[src/rtl/line_pkg.sv]
// Shared constants and FSM state encoding for the playfield row scheduler.
package line_pkg;

  localparam int unsigned LINE_WIDTH = 640;
  localparam int unsigned ROW_CNT_W  = 16;
  localparam int unsigned LEVEL_MAX  = 15;

  typedef logic [1:0] state_t;
  localparam state_t IDLE       = 2'd0;
  localparam state_t FILL_SOLID = 2'd1;
  localparam state_t FILL_RAND  = 2'd2;
  localparam state_t DONE       = 2'd3;

endpackage

[src/rtl/line_pacer.sv]
// Row schedule: preamble, gap and spacing counters plus the difficulty level.
module line_pacer
  import line_pkg::*;
#(
  parameter int unsigned PreambleLines = 8,
  parameter int unsigned InitSpacing   = 6,
  parameter int unsigned MinSpacing    = 2,
  parameter int unsigned LevelRows     = 4
) (
  input  logic       clk_line,
  input  logic       rst_i,
  input  logic       clear_i,
  input  logic       advance_i,
  input  logic       kind_i,
  output logic       next_is_rand_o,
  output logic [3:0] level_o
);

  localparam int unsigned CW = 16;
  localparam logic [CW-1:0] ONE      = CW'(1);
  localparam logic [CW-1:0] PRE_INIT = CW'(PreambleLines);
  localparam logic [CW-1:0] SPC_INIT = CW'(InitSpacing);
  localparam logic [CW-1:0] SPC_MIN  = CW'(MinSpacing);
  localparam logic [CW-1:0] LVL_ROWS = CW'(LevelRows);
  localparam logic [3:0]    LVL_MAX  = 4'(LEVEL_MAX);

  logic [CW-1:0] pre_q, pre_d, gap_q, gap_d, spc_q, spc_d, lvc_q, lvc_d;
  logic [3:0]    level_q, level_d;

  assign next_is_rand_o = (pre_q == '0) && (gap_q == '0);
  assign level_o        = level_q;

  always_comb begin
    pre_d   = pre_q;
    gap_d   = gap_q;
    spc_d   = spc_q;
    lvc_d   = lvc_q;
    level_d = level_q;
    if (clear_i) begin
      pre_d   = PRE_INIT;
      gap_d   = SPC_INIT;
      spc_d   = SPC_INIT;
      lvc_d   = '0;
      level_d = '0;
    end else if (advance_i) begin
      if (pre_q != '0) begin
        pre_d = pre_q - ONE;
      end else if (!kind_i) begin
        if (gap_q != '0) gap_d = gap_q - ONE;
      end else begin
        // gap reloads from the spacing in force before this row's level-up
        gap_d = spc_q;
        if (lvc_q + ONE == LVL_ROWS) begin
          lvc_d = '0;
          if (level_q != LVL_MAX) level_d = level_q + 4'd1;
          if (spc_q > SPC_MIN) spc_d = spc_q - ONE;
        end else begin
          lvc_d = lvc_q + ONE;
        end
      end
    end
  end

  always_ff @(posedge clk_line or negedge rst_i) begin
    if (!rst_i) begin
      pre_q   <= PRE_INIT;
      gap_q   <= SPC_INIT;
      spc_q   <= SPC_INIT;
      lvc_q   <= '0;
      level_q <= '0;
    end else begin
      pre_q   <= pre_d;
      gap_q   <= gap_d;
      spc_q   <= spc_d;
      lvc_q   <= lvc_d;
      level_q <= level_d;
    end
  end

endmodule

[src/rtl/line_sched.sv]
// Row sequencer: drives the generator type select, flags finished rows, tracks requests.
module line_sched
  import line_pkg::*;
#(
  parameter int unsigned LineWidth     = LINE_WIDTH,
  parameter int unsigned PreambleLines = 8,
  parameter int unsigned InitSpacing   = 6,
  parameter int unsigned MinSpacing    = 2,
  parameter int unsigned LevelRows     = 4
) (
  input  logic                 clk_line,
  input  logic                 rst_i,
  input  logic                 en_i,
  input  logic                 restart_i,
  input  logic                 req_i,
  output logic                 line_type_o,
  output logic                 line_valid_o,
  output logic                 line_is_rand_o,
  output logic                 busy_o,
  output logic                 ovf_o,
  output logic [3:0]           level_o,
  output logic [ROW_CNT_W-1:0] rows_o
);

  localparam int unsigned FW = $clog2(LineWidth);
  localparam logic [FW-1:0]        FILL_INIT = FW'(LineWidth - 1);
  localparam logic [FW-1:0]        FONE      = FW'(1);
  localparam logic [ROW_CNT_W-1:0] ROW_ONE   = ROW_CNT_W'(1);

  state_t                state_q, state_d;
  logic [FW-1:0]         fill_q, fill_d;
  logic                  pend_q, pend_d, kind_q, kind_d;
  logic                  ovf_d, type_d, valid_d, is_rand_d;
  logic [ROW_CNT_W-1:0]  rows_d;
  logic                  next_is_rand, accept, advance;

  assign accept  = (state_q == IDLE) && en_i && (req_i || pend_q);
  assign advance = (state_q == DONE) && !restart_i;
  assign busy_o  = (state_q != IDLE);

  line_pacer #(
    .PreambleLines (PreambleLines),
    .InitSpacing   (InitSpacing),
    .MinSpacing    (MinSpacing),
    .LevelRows     (LevelRows)
  ) u_pacer (
    .clk_line       (clk_line),
    .rst_i          (rst_i),
    .clear_i        (restart_i),
    .advance_i      (advance),
    .kind_i         (kind_q),
    .next_is_rand_o (next_is_rand),
    .level_o        (level_o)
  );

  always_comb begin
    state_d   = state_q;
    fill_d    = fill_q;
    pend_d    = pend_q;
    kind_d    = kind_q;
    ovf_d     = ovf_o;
    rows_d    = rows_o;
    is_rand_d = line_is_rand_o;
    // outputs trail the state by one cycle so the generator's row is stable while valid is high
    type_d    = (state_q == FILL_RAND);
    valid_d   = (state_q == DONE);
    case (state_q)
      IDLE: if (accept) begin
        kind_d  = next_is_rand;
        state_d = next_is_rand ? FILL_RAND : FILL_SOLID;
        fill_d  = FILL_INIT;
      end
      FILL_SOLID: state_d = DONE;
      FILL_RAND: begin
        if (fill_q == '0) state_d = DONE;
        else              fill_d  = fill_q - FONE;
      end
      DONE: begin
        state_d   = IDLE;
        is_rand_d = kind_q;
        rows_d    = rows_o + ROW_ONE;
      end
      default: state_d = IDLE;
    endcase
    if (accept) begin
      pend_d = 1'b0;
      if (req_i && pend_q) ovf_d = 1'b1;
    end else if (req_i) begin
      if (pend_q) ovf_d  = 1'b1;
      else        pend_d = 1'b1;
    end
    if (restart_i) begin
      state_d = IDLE;
      fill_d  = '0;
      pend_d  = 1'b0;
      kind_d  = 1'b0;
      ovf_d   = 1'b0;
      rows_d  = '0;
      type_d  = 1'b0;
      valid_d = 1'b0;
    end
  end

  always_ff @(posedge clk_line or negedge rst_i) begin
    if (!rst_i) begin
      state_q        <= IDLE;
      fill_q         <= '0;
      pend_q         <= 1'b0;
      kind_q         <= 1'b0;
      ovf_o          <= 1'b0;
      rows_o         <= '0;
      line_type_o    <= 1'b0;
      line_valid_o   <= 1'b0;
      line_is_rand_o <= 1'b0;
    end else begin
      state_q        <= state_d;
      fill_q         <= fill_d;
      pend_q         <= pend_d;
      kind_q         <= kind_d;
      ovf_o          <= ovf_d;
      rows_o         <= rows_d;
      line_type_o    <= type_d;
      line_valid_o   <= valid_d;
      line_is_rand_o <= is_rand_d;
    end
  end

endmodule
[config.mk]
export PLATFORM = sky130hd
export DESIGN_NAME = line_sched
export DESIGN_NICKNAME = d
export VERILOG_FILES = /design/src/rtl/line_pkg.sv /design/src/rtl/line_pacer.sv /design/src/rtl/line_sched.sv
export SDC_FILE = /design/constraint.sdc
export NUM_CORES = 1
export LEC_CHECK = 0
export BUFFER_PORTS_ARGS = -buffer_cell sky130_fd_sc_hd__clkbuf_2
export CORE_MARGIN = 2
export CORE_UTILIZATION = 45
export CTS_CLUSTER_DIAMETER = 50
export DETAILED_ROUTE_END_ITERATION = 10
export GPL_TIMING_DRIVEN = 0
export PLACE_DENSITY = 0.6
export SKIP_LAST_GASP = 1
export SLEW_MARGIN = 15
export SYNTH_ARGS = -nofsm -noshare
export SYNTH_HDL_FRONTEND = slang
export SYNTH_SLANG_ARGS = --single-unit
[constraint.sdc]
create_clock -name clk_line -period 3.86 [get_ports clk_line]
set_clock_uncertainty 0.2 [all_clocks]
set_input_delay 0.386 -clock clk_line [delete_from_list [all_inputs] [get_ports clk_line]]
set_output_delay 0.386 -clock clk_line [all_outputs]
set_load 0.005 [all_outputs]
==> results of run 1 <==
==> cell usage in the layout (no fill, tap or decap), types with 9 or more instances in the layout <==
master     Yosys  layout
o21ai_0       51      51
xor2_1        17      17
nor3_1        26      26
nand4_1       16      16
nand2_1       54      54
clkbuf_2       0      27
ha_1          13      13
xnor2_1       21      21
a21oi_1       44      44
nor2_1        86      86
clkbuf_1      23      24
or3_1         25      25
nor4_1        22      22
dfrtp_1       97      97
nand3_1       27      27
inv_1         24      24
clkbuf_16      0       9
==> logic make-up after synthesis <==
family	after synthesis	share of synthesized area
AND/OR/NAND/NOR	302	0.276
adder cells (fa/ha/maj)	13	0.0287
XOR/XNOR	38	0.0587
AO/OA/AOI/OAI	137	0.142
flip-flops	102	0.452
multiplexers	6	0.0108
buffers and inverters	48	0.0318
==> final cells by class <==
cell class | instances | area [um2]
fill | 1126 | 5810
multi-input combinational | 496 | 2930
sequential | 102 | 2560
clock buffer | 10 | 229
tap | 168 | 210
timing repair buffer | 30 | 186
buffer | 24 | 90.1
inverter | 24 | 90.1
clock inverter | 5 | 61.3
==> worst reg2reg max path: stages (launching register included) <==
cell and delay (ps):
dfrtp_1 420, nor4_1 510, nand4b_1 430, nor2_1 560, nand3_1 270, nor4_2 570, a21oi_1 140, a31o_2 230
==> state kept, by name, indices dropped and copies added (netlist names) <==
register and count:
u_pacer.pre_q 16, kind_q 1, u_pacer.lvc_q 16, line_valid_o 1, line_type_o 1, line_is_rand_o 1, fill_q 10, state_q 2
ovf_o 1, pend_q 1, rows_o 16, u_pacer.spc_q 16, u_pacer.gap_q 16, u_pacer.level_o 4
==> how the worst max path moves through the flow <==
stage | cells after the start | slack, ps | from | endpoint
3_5_place_dp | 7 | 420 | u_pacer.pre_q[6] | u_pacer.spc_q[6]
2_1_floorplan | 7 | 890 | u_pacer.pre_q[13] | u_pacer.spc_q[13]
6_report | 7 | 420 | u_pacer.pre_q[6] | u_pacer.spc_q[6]
4_1_cts | 7 | 410 | u_pacer.pre_q[6] | u_pacer.spc_q[6]
3_3_place_gp | 7 | 460 | u_pacer.pre_q[6] | u_pacer.spc_q[8]
5_1_grt | 7 | 10 | u_pacer.pre_q[6] | u_pacer.spc_q[8]
==> timing repair <==
item	in CTS	in global routing
endpoints found under the hold margin	50	0
gates resized for setup	0	0
hold buffers	1	0
==> power by group through the flow <==
stage	sequential [W]	clock [W]	combinational, W
floorplan	0.00119	0	0.000298
global placement	0.00121	0	0.000407
detailed placement	0.00121	0	0.000427
CTS	0.00119	0.000943	0.000430
global route	0.00120	0.000988	0.000484
finish	0.00119	0.000919	0.000426
==> metrics by stage <==
stage                     power (W)  hold slack (ps)  setup slack, ps  instances
after detailed placement    0.00163              172              417        843
after global routing        0.00267              106             10.1        859
after CTS                   0.00256             91.1              405        859
after floorplan             0.00149             -110              885        646
final                       0.00253              105              420        859
after global placement      0.00161              283              463        842
==> per-layer routing <==
metal	track usage	share of wire	up-vias	wire (um)
li1	-	-	2397	-
met1	0.316	0.46	2406	6560
met2	0.366	0.48	117	6840
met3	0.0519	0.051	14	724
met4	0.0619	0.014	0	201
met5	0	0	-	0
==> impl_metrics.toml, run 1 <==
[synthesis]
synth_ff_type = "dfrtp_1"
netlist_area_um2 = 5670
synthCells = 646
yosysTopAreaCellShare = 0.428
ys_seq_area_frac = 0.452
synth_edf_count = 0
postSynthAreaPerCell_um2 = 8.77
yosys-top-cells-count = "97 x dfrtp_1, 86 x nor2_1, 54 x nand2_1"
yosys_warnings = 0
synthArstFlopShare = 1.00
post_synth_num_cell_types = 59
synth_most_common_cell = "dfrtp_1"
synth_nets = 664
synthTopCellsByArea = "dfrtp_1 43%, nor2_1 5.7%, o21ai_0 4.5%"
ys_ff_latch = 102
synth_top_cell_by_area = "dfrtp_1"

[die]
start_util = 0.466
dieArea_um2 = 13500
die_x_um = 116
pin_count = 30
die_h_um = 116
num_rows = 40
core-area_um2 = 12200

[power_and_ir_drop]
pwr-share-seq = 0.469
p_int_w = 0.00178
power.switching_w = 0.000749
clkPwrFrac = 0.363
p_leak_nw = 2.64
p_per_area_nw_per_um2 = 399
p_comb_frac = 0.168
peakVddDrop_uv = 297
swShare = 0.296

[sta]
max-slew-margin-rel = 0.397
rsz0062_at_grt = "no"
max_freq_mhz = 291
post-route-period-util = 0.891
setup_tns_ps = 0
finalCriticalPeriod_ps = 3440
tightest_slew_ps = 896
setup_viol = 0
final_hold_viol_count = 0
drv_slew = 0

[layout]
diodes = 0
layout-drive-gt1-share = 0.0970
layout.nets = 705
final_core_util = 0.522
syn2layout_area_growth_pct = 12.1
finish.instance_area_um2 = 6350

[worst_setup_path]
r2r_cells = 7
end_kind = "register"
critPathLaunchType = "register"
path_delay_family = "simple AND/OR/NAND/NOR gates"
crit_required_ps = 3910
slowest_stage = "nor4_2"
cp.arrival_ps = 3490
critPathKind = "reg -> reg"
timing.rr.start = "u_pacer.pre_q[6]"
max_stage_delay_ps = 570
cp_num_buf_inv = 0
critical_path.cell_chain = "nor4_1, nand4b_1, nor2_1, nand3_1, nor4_2, a21oi_1, a31o_2"
regToRegEndpoint = "u_pacer.spc_q[6]"
crit_fanout = 8
r2r_slack_ps = 420

[cts]
htreeDepth = 3
clockBufferDepth = 2
cts_tree = "yes"
numCtsBuffers = 9
clock_latency_ps = 360
postCtsSetupRepairBufs = 0
clock-sinks = 102
root_buffer = "clkbuf_16"
clk_pin_slew_ps = 70

[routing]
first_iter_violations = 259
via_per_inst = 5.74
final_antenna_net_count = 0
vias = 4934
drcViolationCount = 0
first_pass_iters = 5
drt_wl_total_mm = 14.3
wl_per_cell_um = 16.7

[hold_path]
worstHoldPathType = "in -> reg"
worstHoldStart = "req_i"
min_path_cells = 3
min_to = "ovf_o"

[place]
dpl.hpwl_mm = 10.2
placed_cell_area_um2 = 6050
io_buffer_count = 28
routabilityCongestion = 0.886

[global_routing]
grt.total_usage = 0.229
grt_pass1_vias = 4731
grt_overflow = 0
grt_max_degree = 53
antenna_found_initial = 0
grt_pass1_wl_mm = 23.8

[outcome]
outcome = "finished clean"

[run]
max_cap_viol_count = 0
No activity file was read; power rests on OpenSTA's default activity.
==> run 2, diff against run 1 <==
--- a/config.mk
+++ b/config.mk
@@ -8,12 +8,15 @@
 export BUFFER_PORTS_ARGS = -buffer_cell sky130_fd_sc_hd__clkbuf_2
 export CORE_MARGIN = 2
 export CORE_UTILIZATION = 45
+export CTS_BUF_LIST = sky130_fd_sc_hd__clkbuf_16
 export CTS_CLUSTER_DIAMETER = 50
 export DETAILED_ROUTE_END_ITERATION = 10
 export GPL_TIMING_DRIVEN = 0
+export HOLD_SLACK_MARGIN = 0.08
 export PLACE_DENSITY = 0.6
 export SKIP_LAST_GASP = 1
 export SLEW_MARGIN = 15
 export SYNTH_ARGS = -nofsm -noshare
 export SYNTH_HDL_FRONTEND = slang
+export SYNTH_HIERARCHICAL = 1
 export SYNTH_SLANG_ARGS = --single-unit
==> run 2 against run 1 <==
Worst setup slack gained 290 ps; combinational power shrank 6.3%; fmax grew 9.3%; design area grew 2.8%; die area grew 2.8%; via count shrank 0.41%; worst hold slack gained 8.0 ps; clock power shrank 3.7%; core utilization shrank 0.50 points; count of clock-buffer cells in the layout shrank 1; highest routed layer unchanged.
==> impl_metrics.toml, run 2 <==
[die]
num_rows = 41
die_h_um = 118
dieArea_um2 = 13900
die_x_um = 118
core-area_um2 = 12600
start_util = 0.462
pin_count = 30

[worst_setup_path]
critical_path.cell_chain = "ha_1, nand2_1, nor2_1, nand4_1, a221oi_2, clkbuf_1, nand4_1, mux2i_1, nor2_1"
crit_required_ps = 3890
critPathKind = "reg -> reg"
timing.rr.start = "u_pacer/lvc_q[0]"
crit_fanout = 10
r2r_cells = 9
r2r_slack_ps = 710
end_kind = "register"
slowest_stage = "a221oi_2"
max_stage_delay_ps = 520
cp.arrival_ps = 3180
regToRegEndpoint = "u_pacer/level_o[1]"
critPathLaunchType = "register"

[sta]
final_hold_viol_count = 0
setup_viol = 0
finalCriticalPeriod_ps = 3150
setup_tns_ps = 0
max-slew-margin-rel = 0.604
hold_ws_ps = 113
max_freq_mhz = 318
post-route-period-util = 0.815
rsz0062_at_grt = "no"
tightest_slew_ps = 590
drv_slew = 0

[synthesis]
yosys_warnings = 6
synthArstFlopShare = 1.00
ys_seq_area_frac = 0.439
yosysTopAreaCellShare = 0.416
synth_nets = 660
synthCells = 642
ys_ff_latch = 102
synthTopCellsByArea = "dfrtp_1 42%, nor2_1 5.2%, xor2_1 3.8%"
postSynthAreaPerCell_um2 = 9.08
synth_most_common_cell = "dfrtp_1"
post_synth_num_cell_types = 71
synth_ff_type = "dfrtp_1"
synth_edf_count = 0
synth_top_cell_by_area = "dfrtp_1"
yosys-top-cells-count = "97 x dfrtp_1, 80 x nor2_1, 40 x nand2_1"
netlist_area_um2 = 5830

[routing]
drcViolationCount = 0
first_pass_iters = 6
drt_wl_total_mm = 13.5
wl_per_cell_um = 15.6
final_antenna_net_count = 0
first_iter_violations = 368
via_per_inst = 5.70
vias = 4914

[place]
dp_cells = 844
io_buffer_count = 29
dpl.hpwl_mm = 9.40
routabilityCongestion = 0.910

[power_and_ir_drop]
peakVddDrop_uv = 203
p_leak_nw = 2.85
p_per_area_nw_per_um2 = 379

[cts]
postCtsSetupRepairBufs = 0
clk_pin_slew_ps = 70
clock-sinks = 102
numCtsBuffers = 9
ctsResizeCount = 0
htreeDepth = 3
cts_tree = "yes"
clockBufferDepth = 2
hold_buffers = 2
root_buffer = "clkbuf_16"
clock_latency_ps = 360

[hold_path]
worstHoldStart = "req_i"
worstHoldPathType = "in -> reg"
min_path_cells = 3
min_to = "ovf_o"

[layout]
layout-drive-gt1-share = 0.119
layout.nets = 703
fin_cells = 862
num-fill-cells = 1222
final_cell_mix = "97 x dfrtp_1, 80 x nor2_1, 40 x nand2_1, 37 x a21oi_1, 34 x o21ai_0"
layout_commonest_cell = "dfrtp_1"
syn2layout_area_growth_pct = 12.0
diodes = 0

[global_routing]
grt_overflow = 0
grt_max_degree = 59
grt_pass1_vias = 4634
antenna_found_initial = 0
grt_pass1_wl_mm = 23.0
grt.total_usage = 0.202

[outcome]
outcome = "finished clean"

[run]
max_cap_viol_count = 0
run 2: cell types whose count changed after synthesis, moves of 7 or more:
cell,delta
nand4_1,+8
buf_2,+8
a21oi_1,-7
o21ai_1,+7
or3_1,-8
nand2_1,-14
o21ai_0,-17
nor4_1,-11
a31oi_1,+10
xor2_1,+8
run 2: worst max-delay path by stage:
stage,from,to,slack [ps],cells after the start
detailed placement,u_pacer/lvc_q[0],u_pacer/level_o[1],780,9
finish,u_pacer/lvc_q[0],u_pacer/level_o[1],710,9
global placement,u_pacer/lvc_q[0],u_pacer/level_o[1],770,9
global route,u_pacer/lvc_q[2],u_pacer/level_o[1],450,8
floorplan,u_pacer/lvc_q[0],u_pacer/spc_q[5],1170,6
CTS,u_pacer/lvc_q[0],u_pacer/level_o[1],750,9
run 2: where the power goes:
group	switching, W	internal [W]
logic	0.000250	0.000150
registers	0.0000637	0.00113
clock network	0.000436	0.000448
run 2: through the flow:
step / utilization / total power (W) / instance area (um2) / setup WS, ps
4_1_cts: 0.517 / 0.00251 / 6530 / 750
3_3_place_gp: 0.491 / 0.00159 / 6190 / 770
6_report: 0.517 / 0.00248 / 6530 / 713
2_1_floorplan: - / 0.00148 / 5830 / 1170
3_5_place_dp: 0.493 / 0.00161 / 6230 / 776
5_1_grt: 0.517 / 0.00262 / 6530 / 447
run 2: worst max-delay path, delay by kind of cell, from the launching register on:
kind	cells	cell delay (ps)
AND/OR/NAND/NOR	5	850
AO/OA/AOI/OAI	1	520
flip-flops	1	470
buffers and inverters	1	430
adder cells (fa/ha/maj)	1	320
multiplexers	1	210
run 2: cells by family (layout without fill, tap and decap cells):
logic type | count (synthesis) | after routing | synth area share
buf+inv | 56 | 104 | 0.0391
compound gates | 130 | 130 | 0.137
fa+ha+maj | 13 | 13 | 0.0279
flops | 102 | 102 | 0.439
xor+xnor | 41 | 41 | 0.0616
simple gates | 287 | 287 | 0.273
mux | 13 | 13 | 0.0230
run 2: final cells by class:
cell class	count	area, um2	area share
inverters	23	86.3	0.0132
multi-input cells	484	3040	0.466
well taps	172	215	0.0330
clock buffers	9	225	0.0345
plain buffers	33	141	0.0217
clock inverters	7	57.6	0.00881
repair buffers	32	201	0.0308
flip-flops and latches	102	2560	0.392
run 2: metal layers:
metal	wire (um)	vias up	share of wire	GRT usage
met2	6120	116	0.45	0.312
met1	6550	2372	0.49	0.281
met3	573	18	0.043	0.0523
met4	209	0	0.016	0.0587
met5	0	-	0	0
li1	-	2408	-	-
==> run 3, diff against run 2 <==
==> constraint.sdc (replaced) <==
create_clock -name clk_line -period 3.05 [get_ports clk_line]
set_clock_uncertainty 0.2 [all_clocks]
set_input_delay 0.305 -clock clk_line [delete_from_list [all_inputs] [get_ports clk_line]]
set_output_delay 0.305 -clock clk_line [all_outputs]
set_load 0.005 [all_outputs]
==> run 3 against run 2 <==
Register-to-register slack got worse by 600 ps; core utilization increased by 0.93 points; routed wire length up 1.2%; flip-flop and latch count unchanged; final cell count increased by 0.93%; worst setup slack lost 600 ps; design area up 1.8%; worst hold slack improved by 140 ps; non-clock buffer count increased by 8; sequential power grew 27%; die area is the same; largest power group unchanged.
==> impl_metrics.toml, run 3 (synthesis gave the netlist of run 2 again) <==
[die]
num_rows = 41
start_util = 0.462
dieArea_um2 = 13900
core-area_um2 = 12600
die_h_um = 118
die_x_um = 118
pin_count = 30

[worst_setup_path]
r2r_slack_ps = 120
regToRegEndpoint = "u_pacer/spc_q[7]"
r2r_cells = 9
cp.arrival_ps = 2970
critPathKind = "reg -> reg"
crit_start = "u_pacer/spc_q[7]"
crit_fanout = 10
crit_required_ps = 3080
timing.rr.start = "u_pacer/spc_q[7]"
end_kind = "register"
cp-endpoint = "u_pacer/spc_q[7]"
critPathLaunchType = "register"

[layout]
layout-drive-gt1-share = 0.143
final_cell_mix = "97 x dfrtp_1, 78 x nor2_1, 40 x nand2_1, 37 x a21oi_1, 34 x o21ai_0"
fin_cells = 870
layout.nets = 711
diodes = 0
final_core_util = 0.527
syn2layout_area_growth_pct = 14.0
layout_commonest_cell = "dfrtp_1"

[sta]
drv_slew = 0
fin_ws_ps = 116
max_freq_mhz = 341
setup_viol = 0
hold_ws_ps = 257
setup_tns_ps = 0
tightest_slew_ps = 598
final_hold_viol_count = 0
max-slew-margin-rel = 0.599
post-route-period-util = 0.962
finalCriticalPeriod_ps = 2930

[global_routing]
grt_pass1_vias = 4640
grt_pass1_wl_mm = 23.0
grt.total_usage = 0.203
grt_max_degree = 59
grt_overflow = 0
antenna_found_initial = 0

[cts]
numCtsBuffers = 9
clk_pin_slew_ps = 70
clock_latency_ps = 360
root_buffer = "clkbuf_16"
clockBufferDepth = 2
htreeDepth = 3
clock-sinks = 102
cts_tree = "yes"

[routing]
drcViolationCount = 0
first_iter_violations = 370
drt_wl_total_mm = 13.6
first_pass_iters = 5
final_antenna_net_count = 0
via_per_inst = 5.67
vias = 4931
wl_per_cell_um = 15.6

[power_and_ir_drop]
p_per_area_nw_per_um2 = 473
peakVddDrop_uv = 257
p_leak_nw = 2.90

[place]
dp_slack_ps = -33.7
dp_cells = 844
dpl.hpwl_mm = 9.40
io_buffer_count = 29
routabilityCongestion = 0.910

[hold_path]
worstHoldPathType = "in -> async"

[run]
max_cap_viol_count = 0

[outcome]
outcome = "finished clean"
-- run 3: changes by cell type in the layout (fill, tap and decap cells not counted), moves of 2 or more --
cell,change
nor2_1,-2
nor2_2,+2
nor4_2,+2
clkbuf_1,-4
clkbuf_2,+3
nor4_1,-2
buf_4,+8
dlygate4sd3_1,+2
-- run 3: critical path, cell delays in order, from the launching register on --
cell and delay (ps):
dfrtp_1 360, clkbuf_1 210, or4_1 470, or3_1 380
or2_1 300, nor4_4 360, buf_4 250, nor2_1 60
mux2i_1 160, nor2_1 60
-- run 3: final cells by class --
cell class | instances | area [um2]
plain buffers | 32 | 144
clock buffers | 9 | 225
clock inverters | 7 | 57.6
fillers | 1206 | 5970
inverters | 23 | 86.3
multi-input cells | 484 | 3090
flip-flops and latches | 102 | 2560
well taps | 172 | 215
repair buffers | 41 | 274
-- run 3: worst min path at each step --
stage	start	end	slack (ps)	depth (start not counted)
after CTS	rst_i	u_pacer/gap_q[0]	260	2
after global routing	rst_i	u_pacer/gap_q[0]	270	2
final	rst_i	u_pacer/gap_q[0]	260	2
after floorplan	rst_i	fill_q[0]	-190	0
after detailed placement	rst_i	u_pacer/gap_q[0]	80	1
after global placement	ovf_o	ovf_o	280	2
-- run 3: routing by layer --
metal | global-route usage | vias up | share of wire
met4 | 0.0587 | 0 | 0.014
met1 | 0.281 | 2382 | 0.48
met5 | 0 | - | 0
met2 | 0.313 | 104 | 0.46
li1 | - | 2430 | -
met3 | 0.0523 | 15 | 0.048
-- run 3: report_power, final --
group,total (W),leakage (nW),switching [W],internal (W)
Combinational,0.000515,1.37,0.000318,0.000197
Sequential,0.00151,1.38,0.0000813,0.00143
Clock,0.00112,0.141,0.000554,0.000567
-- run 3: stage by stage --
| step | total power, W | cell area (um2) |
|---|---|---|
| global placement | 0.00201 | 6190 |
| detailed placement | 0.00204 | 6230 |
| finish | 0.00314 | 6650 |
| floorplan | 0.00188 | 5830 |
| CTS | 0.00318 | 6550 |
| global route | 0.00332 | 6650 |
-- run 3: repair_timing --
action / in CTS / in global routing
setup endpoints to repair: 2 / 35
pin swaps: 0 / 4
setup buffers: 0 / 7
resized for setup: 1 / 15
hold buffers: 4 / 0
endpoints found under the hold margin: 68 / 0
